<file path="src/rtl/kernel_arb_pkg.sv">
// Shared state encoding and window sizing for kernel_arbiter.
// Optional watchdog is selected with the KERNEL_ARB_TIMEOUT_EN macro.
package kernel_arb_pkg;

    typedef enum logic [1:0] {
        IDLE  = 2'd0,
        CLEAR = 2'd1,
        RUN   = 2'd2,
        RESP  = 2'd3
    } state_t;

    localparam int KA_SIZE = 3;
    localparam int WIN_W   = KA_SIZE * KA_SIZE * 8;

    function automatic int win_bits(input int size);
        return size * size * 8;
    endfunction

endpackage

</file>
<file path="src/rtl/kernel_arbiter_rr_pick.sv">
// Two-way round-robin choice: with both requests active, the one not served last wins.
module rr_pick (
    input  logic [1:0] req,
    input  logic       last,
    output logic [1:0] win,
    output logic       valid
);

    always_comb begin
        win = req;
        if (req == 2'b11) begin
            win = last ? 2'b01 : 2'b10;
        end
    end

    assign valid = |req;

endmodule

</file>
<file path="src/rtl/kernel_arbiter.sv">
// Two-requester arbiter in front of a convolution engine: grant, clear, run, respond.
// Build with KERNEL_ARB_TIMEOUT_EN defined to add the CLEAR/RUN watchdog.
module kernel_arbiter
    import kernel_arb_pkg::*;
#(
    parameter logic [3:0] SIZE           = 4'd3,
    parameter int         TIMEOUT_CYCLES = 64,
    localparam int        W              = win_bits(int'(SIZE))
) (
    input  logic         clk,
    input  logic         n_rst,
    input  logic [1:0]   req,
    input  logic [W-1:0] win0,
    input  logic [W-1:0] win1,
    input  logic [W-1:0] ker0,
    input  logic [W-1:0] ker1,
    output logic [1:0]   gnt,
    output logic [1:0]   res_valid,
    input  logic [1:0]   res_ready,
    output logic [7:0]   res_data,
    output logic         res_err,
    output logic         busy,
    output logic [W-1:0] eng_matrix,
    output logic [W-1:0] eng_kernel,
    output logic         eng_start,
    output logic         eng_clear,
    input  logic         eng_done,
    input  logic         eng_clear_flag,
    input  logic [7:0]   eng_result,
    output state_t       fsm_state
);

    state_t     state;
    state_t     state_next;
    logic       last;
    logic [1:0] pick_win;
    logic       pick_valid;
    logic       timeout;
    logic       take_grant;
    logic       take_result;
    logic       take_timeout;
    logic       release_txn;

    rr_pick u_rr_pick (
        .req   (req),
        .last  (last),
        .win   (pick_win),
        .valid (pick_valid)
    );

    // Handshake: res_valid[g] stays high with res_data stable until res_ready[g]
    // is sampled high; ready on the other bit or outside RESP has no effect.
    assign take_grant   = (state == IDLE) && pick_valid;
    assign take_result  = (state == RUN) && eng_done;
    assign take_timeout = timeout && !take_result;
    assign release_txn  = (state == RESP) && ((res_ready & gnt) != 2'b00);

    always_ff @(posedge clk) begin
        if (!n_rst) begin
            state <= IDLE;
        end else begin
            state <= state_next;
        end
    end

    always_comb begin
        state_next = state;
        unique case (state)
            IDLE:  if (pick_valid) state_next = CLEAR;
            CLEAR: begin
                if (timeout) begin
                    state_next = RESP;
                end else if (eng_clear_flag) begin
                    state_next = RUN;
                end
            end
            RUN:   if (eng_done || timeout) state_next = RESP;
            RESP:  if (release_txn) state_next = IDLE;
            default: state_next = IDLE;
        endcase
    end

    always_comb begin
        busy      = (state != IDLE);
        eng_clear = (state == CLEAR);
        eng_start = (state == RUN);
        res_valid = (state == RESP) ? gnt : 2'b00;
        fsm_state = state;
    end

    // last == 1 means requester 1 was served last, so requester 0 wins a tie.
    always_ff @(posedge clk) begin
        if (!n_rst) begin
            gnt        <= 2'b00;
            last       <= 1'b1;
            res_data   <= 8'h00;
            eng_matrix <= '0;
            eng_kernel <= '0;
        end else begin
            if (take_grant) begin
                gnt        <= pick_win;
                eng_matrix <= pick_win[1] ? win1 : win0;
                eng_kernel <= pick_win[1] ? ker1 : ker0;
            end
            if (take_result) begin
                res_data <= eng_result;
            end else if (take_timeout) begin
                res_data <= 8'h00;
            end
            if (release_txn) begin
                gnt  <= 2'b00;
                last <= gnt[1];
            end
        end
    end

`ifdef KERNEL_ARB_TIMEOUT_EN
    localparam int CW = $clog2(TIMEOUT_CYCLES + 1);

    logic [CW-1:0] cnt;
    logic          err_q;

    always_ff @(posedge clk) begin
        if (!n_rst) begin
            cnt   <= '0;
            err_q <= 1'b0;
        end else begin
            if (take_grant) begin
                cnt <= '0;
            end else if (state == CLEAR || state == RUN) begin
                cnt <= cnt + CW'(1);
            end
            if (take_timeout) begin
                err_q <= 1'b1;
            end else if (release_txn) begin
                err_q <= 1'b0;
            end
        end
    end

    assign timeout = (state == CLEAR || state == RUN) && (cnt == CW'(TIMEOUT_CYCLES - 1));
    assign res_err = err_q;
`else
    assign timeout = 1'b0;
    assign res_err = 1'b0;
`endif

endmodule

</file>
<file path="config.mk">
export PLATFORM = sky130hd
export DESIGN_NAME = kernel_arbiter
export DESIGN_NICKNAME = d
export VERILOG_FILES = /design/src/rtl/kernel_arb_pkg.sv /design/src/rtl/kernel_arbiter_rr_pick.sv /design/src/rtl/kernel_arbiter.sv
export SDC_FILE = /design/constraint.sdc
export NUM_CORES = 1
export LEC_CHECK = 0
export CORE_AREA = 2 2 181 183
export CTS_CLUSTER_SIZE = 24
export DETAILED_ROUTE_END_ITERATION = 10
export DIE_AREA = 0 0 183 185
export DONT_BUFFER_PORTS = 1
export PLACE_DENSITY = 0.39
export RECOVER_POWER = 25
export SYNTH_ARGS = -nofsm -noshare
export SYNTH_HDL_FRONTEND = slang
export SYNTH_HIERARCHICAL = 1
export SYNTH_SLANG_ARGS = --single-unit
</file>
<file path="constraint.sdc">
create_clock -name clk -period 1.9 [get_ports clk]
set_input_delay 0.38 -clock clk [delete_from_list [all_inputs] [get_ports clk]]
set_output_delay 0.38 -clock clk [all_outputs]
set_load 0.01 [all_outputs]
</file>
* After elaboration in Yosys (flattened, before gate mapping)
Index checks and enable logic that the tools add are counted. Widths: inputs -> output; s select.
Word-level totals: output and inout bits 162, ROM bits 0, word-level logic and storage cells 35, latch bits 0, register bits 157, RAM bits 0, memories kept 0
Cells by class: eq/ne operators 8, muxes and demuxes 10, shifts and indexed selects 0, div/mod/pow operators 0, add/sub/neg operators 0, magnitude comparators 0, bitwise gates (word level) 2, multipliers 0, reduce and logical (&&, ||, !) cells 9
Operators with widths (count):
- $mux 72 | 2
- $mux 2 | 7
- $pmux 2 s4 | 1
- $eq 2x2->1 const B | 3
- $ne 2x1->1 const B | 2
- $ne 2x2->1 const B | 2
- $reduce_and 4->1 | 1
- $reduce_bool 2->1 | 2
- $reduce_or 2->1 | 2
- $logic_and 1x1->1 | 3
- $and 2x2->2 | 1
- $eq 2x1->1 const B | 1
- $logic_not 2->1 | 1
- $not 1->1 | 1

* Longest topological paths before layout
depth in word-level cells 5, mapped depth 8

* Modules after synthesis
Netlist, hierarchy kept.
Modules (own cells, without submodules):
- kernel_arbiter | times used 1, cells an instance 720, area an instance 7349.5 µm²
- rr_pick | times used 1, cells an instance 4, area an instance 25.0 µm²

* Worst setup path after synthesis
OpenSTA, ideal clock, no wires.
kind register to register, start register state[0], in the netlist fsm_state[0], end register eng_kernel[32], path buffers 3, stages on the path, launching flop included 8, arrival time 1.502 ns, period minus slack after synthesis 1.618 ns, data required time 1.784 ns, setup slack 0.282 ns, path through dfxtp_1 inv_1 ha_1 and2_1 buf_4 buf_6 buf_2 o211a_1
On the way: longest elaborated chain between the ends 2
Ends and longest elaborated chain:
- start: declaration | RTL line kernel_arbiter.sv:33 | state_t state;
- start signal: assignment | RTL line kernel_arbiter.sv:62 | state <= state_next;
- $logic_not 2->1 | RTL line kernel_arbiter.sv:53 | assign take_grant = (state == IDLE) && pick_valid;
- $logic_and 1x1->1 | RTL line kernel_arbiter.sv:53
- end signal: assignment | RTL line kernel_arbiter.sv:103 | eng_kernel <= pick_win[1] ? ker1 : ker0;
- end: declaration | RTL line kernel_arbiter.sv:24 | output logic [W-1:0] eng_kernel,
Every way passes these cells. A chain may end at the register's enable or synchronous reset.

* Worst setup path after layout
start register last, end register eng_matrix[0]
On the way: longest elaborated chain between the ends 3
Ends and longest elaborated chain:
- start: declaration | RTL line kernel_arbiter.sv:35 | logic last;
- start signal: assignment | RTL line kernel_arbiter.sv:112 | last <= gnt[1];
- $mux 2 | RTL line kernel_arbiter_rr_pick.sv:12 | win = last ? 2'b01 : 2'b10;
- $mux 2 | RTL line kernel_arbiter_rr_pick.sv:11 | if (req == 2'b11) begin
- via pick_win[1] | RTL line kernel_arbiter.sv:36 | logic [1:0] pick_win;
- $mux 72 | RTL line kernel_arbiter.sv:102 | eng_matrix <= pick_win[1] ? win1 : win0;
- end signal: assignment | RTL line kernel_arbiter.sv:102
- end: declaration | RTL line kernel_arbiter.sv:23 | output logic [W-1:0] eng_matrix,
The timed path passes the listed nets, and every way through them passes these cells.

==> flow_summary.yaml <==
grt:
  grt_max_degree: 159
  grt_pass1_wl_um: 28700
  gr-max-usage-layer: "met2"
  track_usage_pct: 11.2
  grtUsageMet1_pct: 11.6
  grtUsageMet2_pct: 20.8
  grt_pass1_vias: 4975
  grt_antenna_before_repair: 0
  use_met3_pct: 4.21
  grt_overflow: 0
clock_network:
  clkSinkCount: 157
  clock_latency_ps: 430
  htreeDepth: 4
  clockRootBuffer: "clkbuf_16"
  clkTransAtPathRegs_ps: 60
  cts_tree: "yes"
  cts_buffer_depth: 2
  numCtsBuffers: 17
worst_setup_path:
  critPathMaxStageDelay_ps: 360
  startpoint: "last$_SDFFE_PN1P_"
  timing_worst_setup_path_type: "flop to flop"
  critPathArrivalTime_ps: 2080
  end_kind: "flop"
  cp_max_fo: 47
  required_ps: 2210
  r2r-start: "last$_SDFFE_PN1P_"
  crit_path_frequent_cell: "buf_12"
  path_buf_inv: 2
  crit_slowest_cell: "dfxtp_1"
  cp_cell_sequence: "a21boi_4 -> buf_12 -> buf_12 -> mux2i_1 -> nand2_1 -> o211a_1"
  start_kind: "flop"
  crit_family: "buffers and inverters"
sta:
  period_needed_ps: 1770
  worstMarginPinSlew_ps: 551
  fin_skew_ps: 8.88
  max_freq_ghz: 0.565
  tns_ps: 0
  hold_ws_ps: 107
  fin_ws_ps: 130
  maxSlewHeadroom_pct: 63.3
  maxSlewViolCount: 0
  rsz0062_at_grt: "false"
  timing.final.hold_violations: 0
  fin_crit_sh_pct: 93.2
  setup_viol: 0
route:
  routed_wl_um: 20800
  drc: 0
  via_per_inst: 4.67
  postRouteAntennaNets: 0
  first_pass_iters: 4
  wire_per_inst_um: 18.5
  vias: 5258
  first_iter_violations: 218
synthesis:
  synth_edf_count: 0
  ys_seq_elements: 157
  synthTopCellsByArea: "dfxtp_1, mux2i_1, o211a_1"
  avgSynthCellArea_sq_um: 10.2
  yosysSeqAreaShare_pct: 42.6
  syn_area_sq_um: 7370
  synth_top_area_share_pct: 42.6
  yosysUniqueCellTypes: 22
  async_flop_share_pct: 0
  yosysMostFrequentCell: "nand2_1"
  synth-main-ff-cell: "dfxtp_1"
  yosysWarnings: 6
  syn_inst: 724
  synthTopCellsByCount: "nand2_1, dfxtp_1, mux2i_1, o211a_1, buf_2"
  yosysTopAreaCell: "dfxtp_1"
  synth_nets: 1033
floorplan:
  core-area_sq_um: 32000
  fp.dieW_um: 183
  ios: 466
  die-area_sq_um: 33900
  initial_core_util_pct: 23.0
  fp.dieH_um: 185
  fp-row-count: 66
power:
  p_leak_nw: 4.40
  vdd_drop_max_v: 0.000564
  power.density_nw_per_um2: 1500
finish:
  nFillCells: 3410
  register_area_sq_um: 3140
  drive_gt1_share_pct: 9.07
  antenna_cells: 0
  area_growth_pct: 14.3
  multi_input_area_sq_um: 3840
  final_nets: 1013
placed_design:
  io_buffer_count: 0
  place_ws_ps: 91.7
  dp_hpwl_um: 14900
  gp_congestion: 0.739
hold_path:
  hold_path.class: "primary input to flop"
  worstHoldStart: "n_rst"
run:
  drv_cap: 0
run_status:
  outcome: "complete, no violations"
==> sequential cells by signal, indices dropped and copies added (netlist names) <==
name	flops
eng_matrix	72
eng_kernel	72
gnt	2
last	1
res_data	8
fsm_state	2
==> layer usage <==
metal  vias up  wire length (um)
met5         -                 0
met4         0               209
met1      2404              7750
met3        10              2040
met2       284             10800
li1       2560                 -
==> worst register-to-register path, cell delays in order, from the launching register on <==
cell and delay (ps):
dfxtp_1 360, a21boi_4 260, buf_12 320, buf_12 270, mux2i_1 260, nand2_1 80, o211a_1 120
==> what timing repair did <==
item	CTS	global route
resized for setup	0	1
endpoints found under the setup margin	0	4
buffers inserted	0	3
hold buffers	0	0
==> final timing paths <==
path                                                    to  slack (ps)  depth (start not counted)
worst max-delay path            eng_matrix[0]$_SDFFE_PN0P_         130                          6
worst min-delay path            eng_kernel[7]$_SDFFE_PN0P_         110                          1
worst max register to register  eng_matrix[0]$_SDFFE_PN0P_         130                          6
worst min register to register    res_data[5]$_SDFFE_PN0P_         520                          2
==> cells by family after synthesis <==
group,Yosys count,synth area share [%]
buffers and inverters,74,5.65
adder cells (fa/ha/maj),5,0.848
multiplexers,146,19.8
flip-flops,157,42.6
AND/OR/NAND/NOR,177,9.40
AO/OA/AOI/OAI,164,21.6
other,1,0.0509
==> stage by stage <==
stage	instance area [sq um]	instances	power [W]	utilization, %
5_1_grt	8430	1125	0.0136	26.3
4_1_cts	8370	1121	0.0128	26.1
3_3_place_gp	7810	1089	0.00931	24.4
3_5_place_dp	7810	1089	0.00931	24.4
2_1_floorplan	7370	724	0.00819	-
6_report	8430	1125	0.0127	26.3
==> final cells by class <==
class	instances	area share, %
multi-input combinational	494	45.5
inverter	5	0.223
clock inverter	14	1.62
tap	408	6.05
timing repair buffer	29	4.21
clock buffer	18	5.09
sequential	157	37.3
==> layout by cell type, fill, tap and decap left out <==
cell and count:
nor2b_1 3, ha_2 1, a21oi_1 4, a21boi_0 8, buf_12 11, ha_1 4
and2_1 2, and2_4 1, clkinv_4 5, nand2_1 161, a2111oi_4 1, dfxtp_1 157
o211a_1 144, o21ai_0 3, clkbuf_1 1, and2_2 1, inv_6 3, a22oi_1 1
bufinv_16 1, a21boi_4 1, conb_1 1, clkbuf_16 17, inv_8 1, a21o_1 1
or2_1 1, clkinvlp_4 2, mux2i_1 146, inv_1 5, buf_4 18, clkinv_2 2
nand3_1 9, a21boi_1 1
==> where the power goes <==
part / total, W / internal [W] / switching (W)
Clock: 0.00334 / 0.00183 / 0.00150
Combinational: 0.00379 / 0.00180 / 0.00199
Sequential: 0.00555 / 0.00432 / 0.00123
Total: 0.0127 / 0.00795 / 0.00473
No activity file was read; power rests on OpenSTA's default activity.
